--- src/rtl/icache_refill.sv ---
// Instruction-cache miss responder: fetches two consecutive bytes through the
// memory arbiter and returns them as a little-endian halfword with a write pulse.
module icache_refill #(
  parameter int ADDR_WIDTH = 32,
  parameter bit STALE_DROP = 1'b1
) (
  input  logic                  clk_in,
  input  logic                  rst_n_in,
  input  logic                  rdy_in,
  input  logic                  flush_in,
  input  logic                  req_valid,
  input  logic [ADDR_WIDTH-1:0] req_addr,
  output logic                  mem_req,
  input  logic                  mem_gnt,
  output logic [ADDR_WIDTH-1:0] mem_a,
  output logic                  mem_wr,
  input  logic [7:0]            mem_din,
  output logic [31:0]           rewrite_data,
  output logic                  write_enable,
  output logic                  busy_out
);

  typedef enum logic [2:0] {
    IDLE = 3'd0,
    REQ  = 3'd1,
    B0   = 3'd2,
    B1   = 3'd3,
    RESP = 3'd4
  } state_e;

  state_e                  state_q, state_d;
  logic [ADDR_WIDTH-1:0]   addr_q, addr_d;
  logic [7:0]              lo_q, lo_d;
  logic [31:0]             rdata_q, rdata_d;
  logic [ADDR_WIDTH-1:0]   addr_hi_s;
  logic                    match_s;
  logic                    unused_req_bit0;

  // The request's byte lane is irrelevant: the block always fetches an aligned halfword.
  assign unused_req_bit0 = req_addr[0];
  assign addr_hi_s       = addr_q + {{(ADDR_WIDTH-1){1'b0}}, 1'b1};
  assign match_s         = req_valid && (req_addr[ADDR_WIDTH-1:1] == addr_q[ADDR_WIDTH-1:1]);

  // Next-state and datapath capture; everything holds while rdy_in is low.
  always_comb begin
    state_d = state_q;
    addr_d  = addr_q;
    lo_d    = lo_q;
    rdata_d = rdata_q;
    if (rdy_in) begin
      if (flush_in) begin
        state_d = IDLE;
      end else begin
        case (state_q)
          IDLE: begin
            if (req_valid) begin
              addr_d  = {req_addr[ADDR_WIDTH-1:1], 1'b0};
              state_d = REQ;
            end else begin
              state_d = IDLE;
            end
          end
          REQ: begin
            if (mem_gnt) state_d = B0;
            else         state_d = REQ;
          end
          // A grant lost mid-read restarts the fetch from the low byte.
          B0: begin
            if (mem_gnt) begin
              lo_d    = mem_din;
              state_d = B1;
            end else begin
              state_d = REQ;
            end
          end
          B1: begin
            if (mem_gnt) begin
              rdata_d = {16'h0000, mem_din, lo_q};
              state_d = RESP;
            end else begin
              state_d = REQ;
            end
          end
          RESP:    state_d = IDLE;
          default: state_d = IDLE;
        endcase
      end
    end else begin
      state_d = state_q;
    end
  end

  // State and datapath registers.
  always_ff @(posedge clk_in or negedge rst_n_in) begin
    if (!rst_n_in) begin
      state_q <= IDLE;
      addr_q  <= {ADDR_WIDTH{1'b0}};
      lo_q    <= 8'h00;
      rdata_q <= 32'h0000_0000;
    end else begin
      state_q <= state_d;
      addr_q  <= addr_d;
      lo_q    <= lo_d;
      rdata_q <= rdata_d;
    end
  end

  // Output decode; mem_a follows the grant combinationally so the first byte
  // address reaches the RAM in the same cycle the grant arrives.
  always_comb begin
    mem_req      = (state_q == REQ) || (state_q == B0) || (state_q == B1);
    busy_out     = (state_q != IDLE);
    mem_wr       = 1'b0;
    rewrite_data = rdata_q;
    if ((state_q == REQ) && mem_gnt) begin
      mem_a = addr_q;
    end else if (state_q == B0) begin
      mem_a = addr_hi_s;
    end else begin
      mem_a = {ADDR_WIDTH{1'b0}};
    end
    if ((state_q == RESP) && !(rdy_in && flush_in) && (!STALE_DROP || match_s)) begin
      write_enable = 1'b1;
    end else begin
      write_enable = 1'b0;
    end
  end

endmodule
--- config.mk ---
export PLATFORM = sky130hd
export DESIGN_NAME = icache_refill
export DESIGN_NICKNAME = d
export VERILOG_FILES = /design/src/rtl/icache_refill.sv
export SDC_FILE = /design/constraint.sdc
export NUM_CORES = 1
export LEC_CHECK = 0
export ABC_AREA = 1
export CELL_PAD_IN_SITES_DETAIL_PLACEMENT = 1
export CELL_PAD_IN_SITES_GLOBAL_PLACEMENT = 1
export CORE_MARGIN = 2
export CORE_UTILIZATION = 32
export CTS_BUF_LIST = sky130_fd_sc_hd__clkbuf_4 sky130_fd_sc_hd__clkbuf_8
export CTS_CLUSTER_SIZE = 20
export DETAILED_ROUTE_END_ITERATION = 12
export HOLD_SLACK_MARGIN = 0.03
export PLACE_DENSITY_LB_ADDON = 0.1
export SETUP_SLACK_MARGIN = 0.5
export SLEW_MARGIN = 30
export SYNTH_ARGS = -nofsm -noshare
export SYNTH_HDL_FRONTEND = slang
export SYNTH_SLANG_ARGS = --single-unit
--- constraint.sdc ---
create_clock -name clk_in -period 2 [get_ports clk_in]
set_clock_uncertainty 0.15 [all_clocks]
set_input_delay 0.4 -clock clk_in [delete_from_list [all_inputs] [get_ports clk_in]]
set_output_delay 0.4 -clock clk_in [all_outputs]
set_load 0.1 [all_outputs]
Word-level counts from Yosys, hierarchy flattened
Cells that the tools add are included.
- output and inout bits: 68
- memory bits (writable): 0
- latch bits: 0
- bits in read-only memories: 0
- memories: 0
- input bits: 46
- register bits after elaboration: 58
- muxes and demuxes: 9
- divide/modulo/power cells: 0
- $add $sub $neg: 1
- equality and inequality tests: 5
- multiply operators: 0
- bitwise logic cells: 1
- shift operators: 0
- reductions and logical operators: 13
- order comparisons: 0
- operators by type and width (kind ; count):
    32-bit 2-to-1 mux ; 2
    32-bit by 1-bit adder with 32-bit output, second input constant ; 1
    31-bit equality test ; 1
    3-bit case mux with 4 select lines ; 1
    4-bit AND reduction ; 3
    3-bit by 2-bit equality test with 1-bit output, second input constant ; 2
    3-bit 2-to-1 mux ; 2
    1-bit logical AND ; 5
    2-bit 2-to-1 mux ; 2
    3-bit by 1-bit equality test with 1-bit output, second input constant ; 1
    3-bit equality test, second input constant ; 1
    3-bit logical NOT ; 1
    3-bit nonzero test ; 1
    1-bit logical OR ; 2
    1-bit 2-to-1 mux ; 2
    1-bit logical NOT ; 1
    1-bit NOT ; 1

Longest topological paths before layout
Gate-level depths: netlist of run 1.
- word-level depth: 5
- gate-level depth with buffers: 8

Worst setup path after synthesis of run 1
OpenSTA, ideal clock, no wires.
- path type: flip-flop to output port
- start: register state_q[0]
- end: output port mem_a[10]
- path slack: -1.900 ns
- arrival time: 3.350 ns
- cell stages (with the launch flop): 5
- path through: dfrtp_1 nor3_2 o21bai_4 buf_2 nor2_1
- word-level cells in the longest chain between the ends: 3
- elaborated cells on any way between the ends: 5
- those cells by class: eq/ne: 2; mux: 2; reduce/logical: 1
- RTL lines (what ; RTL line ; RTL):
    start, declared ; 31 ; state_e state_q, state_d;
    start signal, assigned ; 101 ; state_q <= state_d;
    3-bit by 2-bit equality test with 1-bit output / 3-bit by 1-bit equality test with 1-bit output (equally long branches) ; 117, 115 ;
    32-bit 2-to-1 mux / 1-bit logical AND (equally long branches) ; 117, 115 ;
    32-bit 2-to-1 mux * ; 115 ; if ((state_q == REQ) && mem_gnt) begin
    end, declared ; 15 ; output logic [ADDR_WIDTH-1:0] mem_a,
Every way passes the cells marked *; elsewhere a longest branch is shown, timed or not.

Worst setup path in the final report of run 1
- start: register state_q[1]
- end: output port mem_a[2]
The elaborated chain is that of the path after synthesis.

==> results.ini, run 1 <==
[power]
p_sw_frac = 0.4564
switchingPower_mw = 2.760
combPwrFrac = 0.509
irDropWorstVdd_v = 0.0005414
p_leak_nw = 2.730
pwr_density_cell_mw_per_mm2 = 1019
seqPwrFrac = 0.281
power.total_mw = 6.048
clock_power_share = 0.211
p_int_mw = 3.287

[placement]
port_buffers = 95
gp_congestion = 0.8112
dpl_cell_area_mm2 = 0.005024
dp_slack_ps = -478.5
hpwlAfterDp_mm = 6.910

[routing]
drtIter0Drc = 116
vias_per_cell = 4.525
vias = 3181
routed_wl_mm = 11.67
drc = 0
wl_per_cell_um = 16.60
ant_nets = 0
dr.pass1.iters = 6

[grt]
antenna_found_initial = 0
globalRouteTotalUtil = 0.2224
grt_overflow = 0
grt_max_degree = 59
grt_pass1_wl_mm = 17.40
grt_pass1_vias = 3408

[setup_path]
r2r_end = addr_q[4]
path_cells = buf_6 -> inv_6 -> nor3_4 -> o21bai_4 -> buf_12 -> buf_12 -> nor2_4 -> buf_12
r2r_slack_ps = 220
timing.rr.start = state_q[0]
criticalPathCategory = reg -> out
end_kind = output port
slowest_delay_ps = 380
cp.required_ps = 1450
timing.critical_path.mode_cell = buf_12
rr_worst_depth = 7
start_kind = register
crit_slowest_cell = dfrtp_1
crit_path_max_fanout = 8
arrival_ps = 1930

[outcome]
outcome = finished with violations
violations = negative setup slack

[synthesis]
postSynthCellCount = 425
yosysWarnings = 0
synth_area_mm2 = 0.003065
synth_area_per_cell_um2 = 7.213
synth-seq-cells = 58
yosysUniqueCellTypes = 25
seq_area_frac_synth = 0.4735

[clock_tree]
cts_sinks = 58
cts_root_buf = clkbuf_8
cts_max_level = 3
clkLatencyLatePin_ps = 340
cts_tree = yes
clockBufferDepth = 2
clk_pin_slew_worst_paths_ps = 80
numCtsBuffers = 9

[cells_and_area]
utilization = 0.6394
layout_common_cells = nand2_1 (105), inv_1 (64), buf_12 (59)
fin_nets = 615
final_area_mm2 = 0.005936
syn_to_final_growth_pct = 93.63
drive_gt1_frac = 0.3815
mostFrequentLayoutCell = nand2_1
n_antenna_cell = 0

[die]
fp.dieW_um = 101.9
die_h_um = 101.9
top_level_ports = 114
coreArea_mm2 = 0.009284
start_util = 0.3302
num_rows = 35
die_area_mm2 = 0.01038

[min_path]
hold_depth = 2
hp-class = in -> reg
hold_start = rdy_in
whs_endpoint = state_q[2]

[sta]
finalCritPeriodShare = 1.241
period_minus_slack_ps = 2483
clock.fmax_mhz = 402.8
slew_viol_final = 0
rsz0062_at_grt = yes
setup_viol = 33
hold_violations = 0
setup-tns-final_ps = -14300
fin_ws_ps = -482.7

[flow_run]
cap_violations = 0

-- cell families after synthesis --
group / Yosys count / share of synthesized area
flops: 58 / 0.4735
other cells: 1 / 0.001223
compound gates: 68 / 0.1171
xor+xnor: 6 / 0.01714
buf+inv: 103 / 0.1494
simple gates: 189 / 0.2416
-- power by group through the flow --
stage	clock, mW	sequential [mW]	combinational, mW
after floorplan	0	1.83	1.67
after global routing	1.34	1.73	3.26
final	1.27	1.70	3.08
after CTS	1.29	1.67	2.94
after detailed placement	0	1.68	2.76
after global placement	0	1.66	2.71
-- worst max-delay path: cells and delay by family, from the launching register on --
kind / cells / cell delay [ps]
buf+inv: 5 / 670
compound gates: 1 / 150
flops: 1 / 380
simple gates: 2 / 380
-- worst max path at each step --
| stage | startpoint | end | slack (ps) | depth (start not counted) |
|---|---|---|---|---|
| global placement | req_addr[6] | write_enable | -490 | 10 |
| CTS | req_addr[11] | write_enable | -430 | 10 |
| detailed placement | req_addr[11] | write_enable | -480 | 10 |
| global route | state_q[1] | mem_a[2] | -540 | 8 |
| floorplan | state_q[1] | mem_a[10] | -780 | 5 |
| finish | state_q[1] | mem_a[2] | -480 | 8 |
-- layout make-up --
class	instances	area (um^2)
Sequential cell	58	1459
Tap cell	129	161.4
Timing Repair Buffer	146	2086
Clock inverter	7	101.3
Fill cell	1010	3348
Clock buffer	9	123.9
Inverter	73	289.0
Multi-Input combinational cell	281	1715
-- cell usage after synthesis (all sizes together) --
| library cell | number | area, um^2 |
|---|---|---|
| nand2 | 130 | 490.5 |
| inv | 73 | 274.0 |
| o21ai | 64 | 320.3 |
| dfrtp | 58 | 1451 |
| nor2 | 52 | 200.2 |
| buf | 23 | 157.7 |
| clkbuf | 7 | 26.28 |
| xnor2 | 5 | 43.79 |
| nand3 | 2 | 10.01 |
| nand4 | 2 | 18.77 |
| nor3 | 2 | 15.01 |
| a31oi | 1 | 6.260 |
| and2 | 1 | 6.260 |
| conb | 1 | 3.750 |
| o211ai | 1 | 7.510 |
| o21bai | 1 | 18.77 |
| o22ai | 1 | 6.260 |
| xor2 | 1 | 8.760 |
-- through the flow --
stage | std cells | hold WS (ps)
global placement | 657 | 287.5
global route | 703 | 264.0
CTS | 690 | 271.0
floorplan | 441 | -45.59
finish | 703 | 248.0
detailed placement | 657 | 288.3
-- metal layers --
| layer | global-route usage | share of wire |
|---|---|---|
| met1 | 0.2634 | 0.40 |
| met2 | 0.3902 | 0.52 |
| met3 | 0.05882 | 0.054 |
| met4 | 0.07795 | 0.025 |
| met5 | 0 | 0 |
-- registers in the layout (all words and copies together), names as in the netlist --
| name | cells |
|---|---|
| addr_q | 31 |
| rewrite_data | 16 |
| state_q | 3 |
| lo_q | 8 |
-- repair_timing --
action | in CTS | in global routing
endpoints found under the hold margin | 58 | 0
resized for setup | 50 | 55
buffers inserted | 10 | 11
setup endpoints to repair | 108 | 108
hold buffers | 1 | 0
pin swaps | 8 | 10
gates cloned | 6 | 2
Note: power is estimated with default switching activity, not from simulation.
==> run 2, diff against run 1 <==
SETUP_SLACK_MARGIN = 0.4   (was 0.5)
SKIP_LAST_GASP = 1   (was default)
==> results.ini, run 2 (same netlist as run 1, synthesis figures left out) <==
[outcome]
outcome = finished with violations
violations = negative setup slack

[sta]
fin_ws_ps = -431.0
rsz0062_at_grt = yes
period_minus_slack_ps = 2431
relSlewSlack = 0.6405
finalCritPeriodShare = 1.215
setup_viol = 33
hold_violations = 0
tightest_slew_ps = 539.3
clock.fmax_mhz = 411.4
slew_viol_final = 0

[routing]
dr.pass1.iters = 4
wl_per_cell_um = 16.37
ant_nets = 0
routed_wl_mm = 11.35
vias = 3166
drc = 0
vias_per_cell = 4.569
drtIter0Drc = 79

[clock_tree]
cts_max_level = 3
numCtsBuffers = 9
cts_root_buf = clkbuf_8
cts_sinks = 58
clk_pin_slew_worst_paths_ps = 70
clkLatencyLatePin_ps = 340
clockBufferDepth = 2
cts_tree = yes

[cells_and_area]
mostFrequentLayoutCell = nand2_1
final_area_mm2 = 0.005720
n_antenna_cell = 0
largest_reg_flops = 31
syn_to_final_growth_pct = 86.61
layout_common_cells = nand2_1 (118), inv_1 (64), buf_12 (59)
stdcell_count = 693
fin_nets = 605
drive_gt1_frac = 0.3209
max_flop_register = addr_q

[setup_path]
timing.rr.start = state_q[1]
r2r_slack_ps = 130
arrival_ps = 1880
crit_path_max_fanout = 2
rr_worst_depth = 11
end_kind = output port
cp.required_ps = 1450
criticalPathCategory = in -> out
start_kind = primary input
r2r_end = lo_q[1]

[min_path]
hold_depth = 2
hold_start = lo_q[4]
hp-class = reg -> reg
whs_endpoint = lo_q[4]

[flow_run]
cap_violations = 0

[grt]
grt_pass1_vias = 3411
grt_pass1_wl_mm = 17.49
antenna_found_initial = 0
globalRouteTotalUtil = 0.2233
grt_max_degree = 34
grt_overflow = 0

[die]
coreArea_mm2 = 0.009284
start_util = 0.3302
die_h_um = 101.9
fp.dieW_um = 101.9
die_area_mm2 = 0.01038
num_rows = 35
top_level_ports = 114

[placement]
gp_congestion = 0.8280
dp_slack_ps = -477.3
dp.cells = 656
hpwlAfterDp_mm = 7.242
port_buffers = 95
dpl_cell_area_mm2 = 0.005054

[power]
irDropWorstVdd_v = 0.0004781
pwr_density_cell_mw_per_mm2 = 1048
power.total_mw = 5.995
p_leak_nw = 2.638

run 2: cell count changes in the layout (fill, tap and decap cells not counted), sizes merged:
| cell | delta |
|---|---|
| buf | -10 |
| clkbuf | -1 |
| clkinv | +2 |
| clkinvlp | -1 |
| dlymetal6s2s | +1 |
| inv | -1 |
run 2: repair_timing:
| action | 4_1_cts | 5_1_grt |
|---|---|---|
| hold buffers | 1 | 0 |
| setup endpoints to repair | 89 | 92 |
| endpoints found under the hold margin | 17 | 0 |
| buffers inserted | 10 | 4 |
| resized for setup | 36 | 18 |
| cloned | 5 | 1 |
| pin swaps | 5 | 9 |
run 2: worst max path at each step:
stage                       from      endpoint  cells past startpoint
floorplan             state_q[1]     mem_a[10]                      5
global placement     req_addr[6]  write_enable                     10
detailed placement  req_addr[11]  write_enable                     10
CTS                  req_addr[5]  write_enable                      9
global route          state_q[1]     mem_a[27]                      8
finish               req_addr[8]  write_enable                     10
run 2: where the power goes:
group          switching (mW)  total, mW  leakage (nW)  internal, mW
logic                    1.96       3.06          1.78          1.10
clock network           0.537       1.25         0.110         0.711
registers               0.232       1.69         0.751          1.46
run 2: through the flow:
step,hold WS [ps],setup TNS (ps),util
finish,358.8,-13020,0.6162
CTS,356.0,-12370,0.6050
global route,385.3,-15570,0.6162
global placement,263.1,-5733,0.5443
detailed placement,256.7,-8647,0.5443
floorplan,-45.59,-24320,-
run 2: critical path, stage by stage:
cell and delay, ps:
clkdlybuf4s50_1 510, inv_1 80, nand2_1 70, nand2_1 50, nor2_1 120, nand2_1 90, nor2_2 110, nand3_2 130
nor2_4 120, buf_12 180
run 2: final cells by class:
| type | count | area [um^2] |
|---|---|---|
| clock buffer | 9 | 123.9 |
| clock inverter | 7 | 102.6 |
| fill | 1059 | 3563 |
| inverter | 73 | 284.0 |
| multi-input combinational | 281 | 1594 |
| sequential | 58 | 1454 |
| tap | 129 | 161.4 |
| timing repair buffer | 136 | 2001 |
run 2: per-layer routing:
layer  GRT usage  vias up  wire length [um]
li1            -     1522                 -
met1      0.2805     1532              4855
met2      0.3816       94              5712
met3     0.04925       18               581
met4     0.07590        0               197
met5           0        -                 0
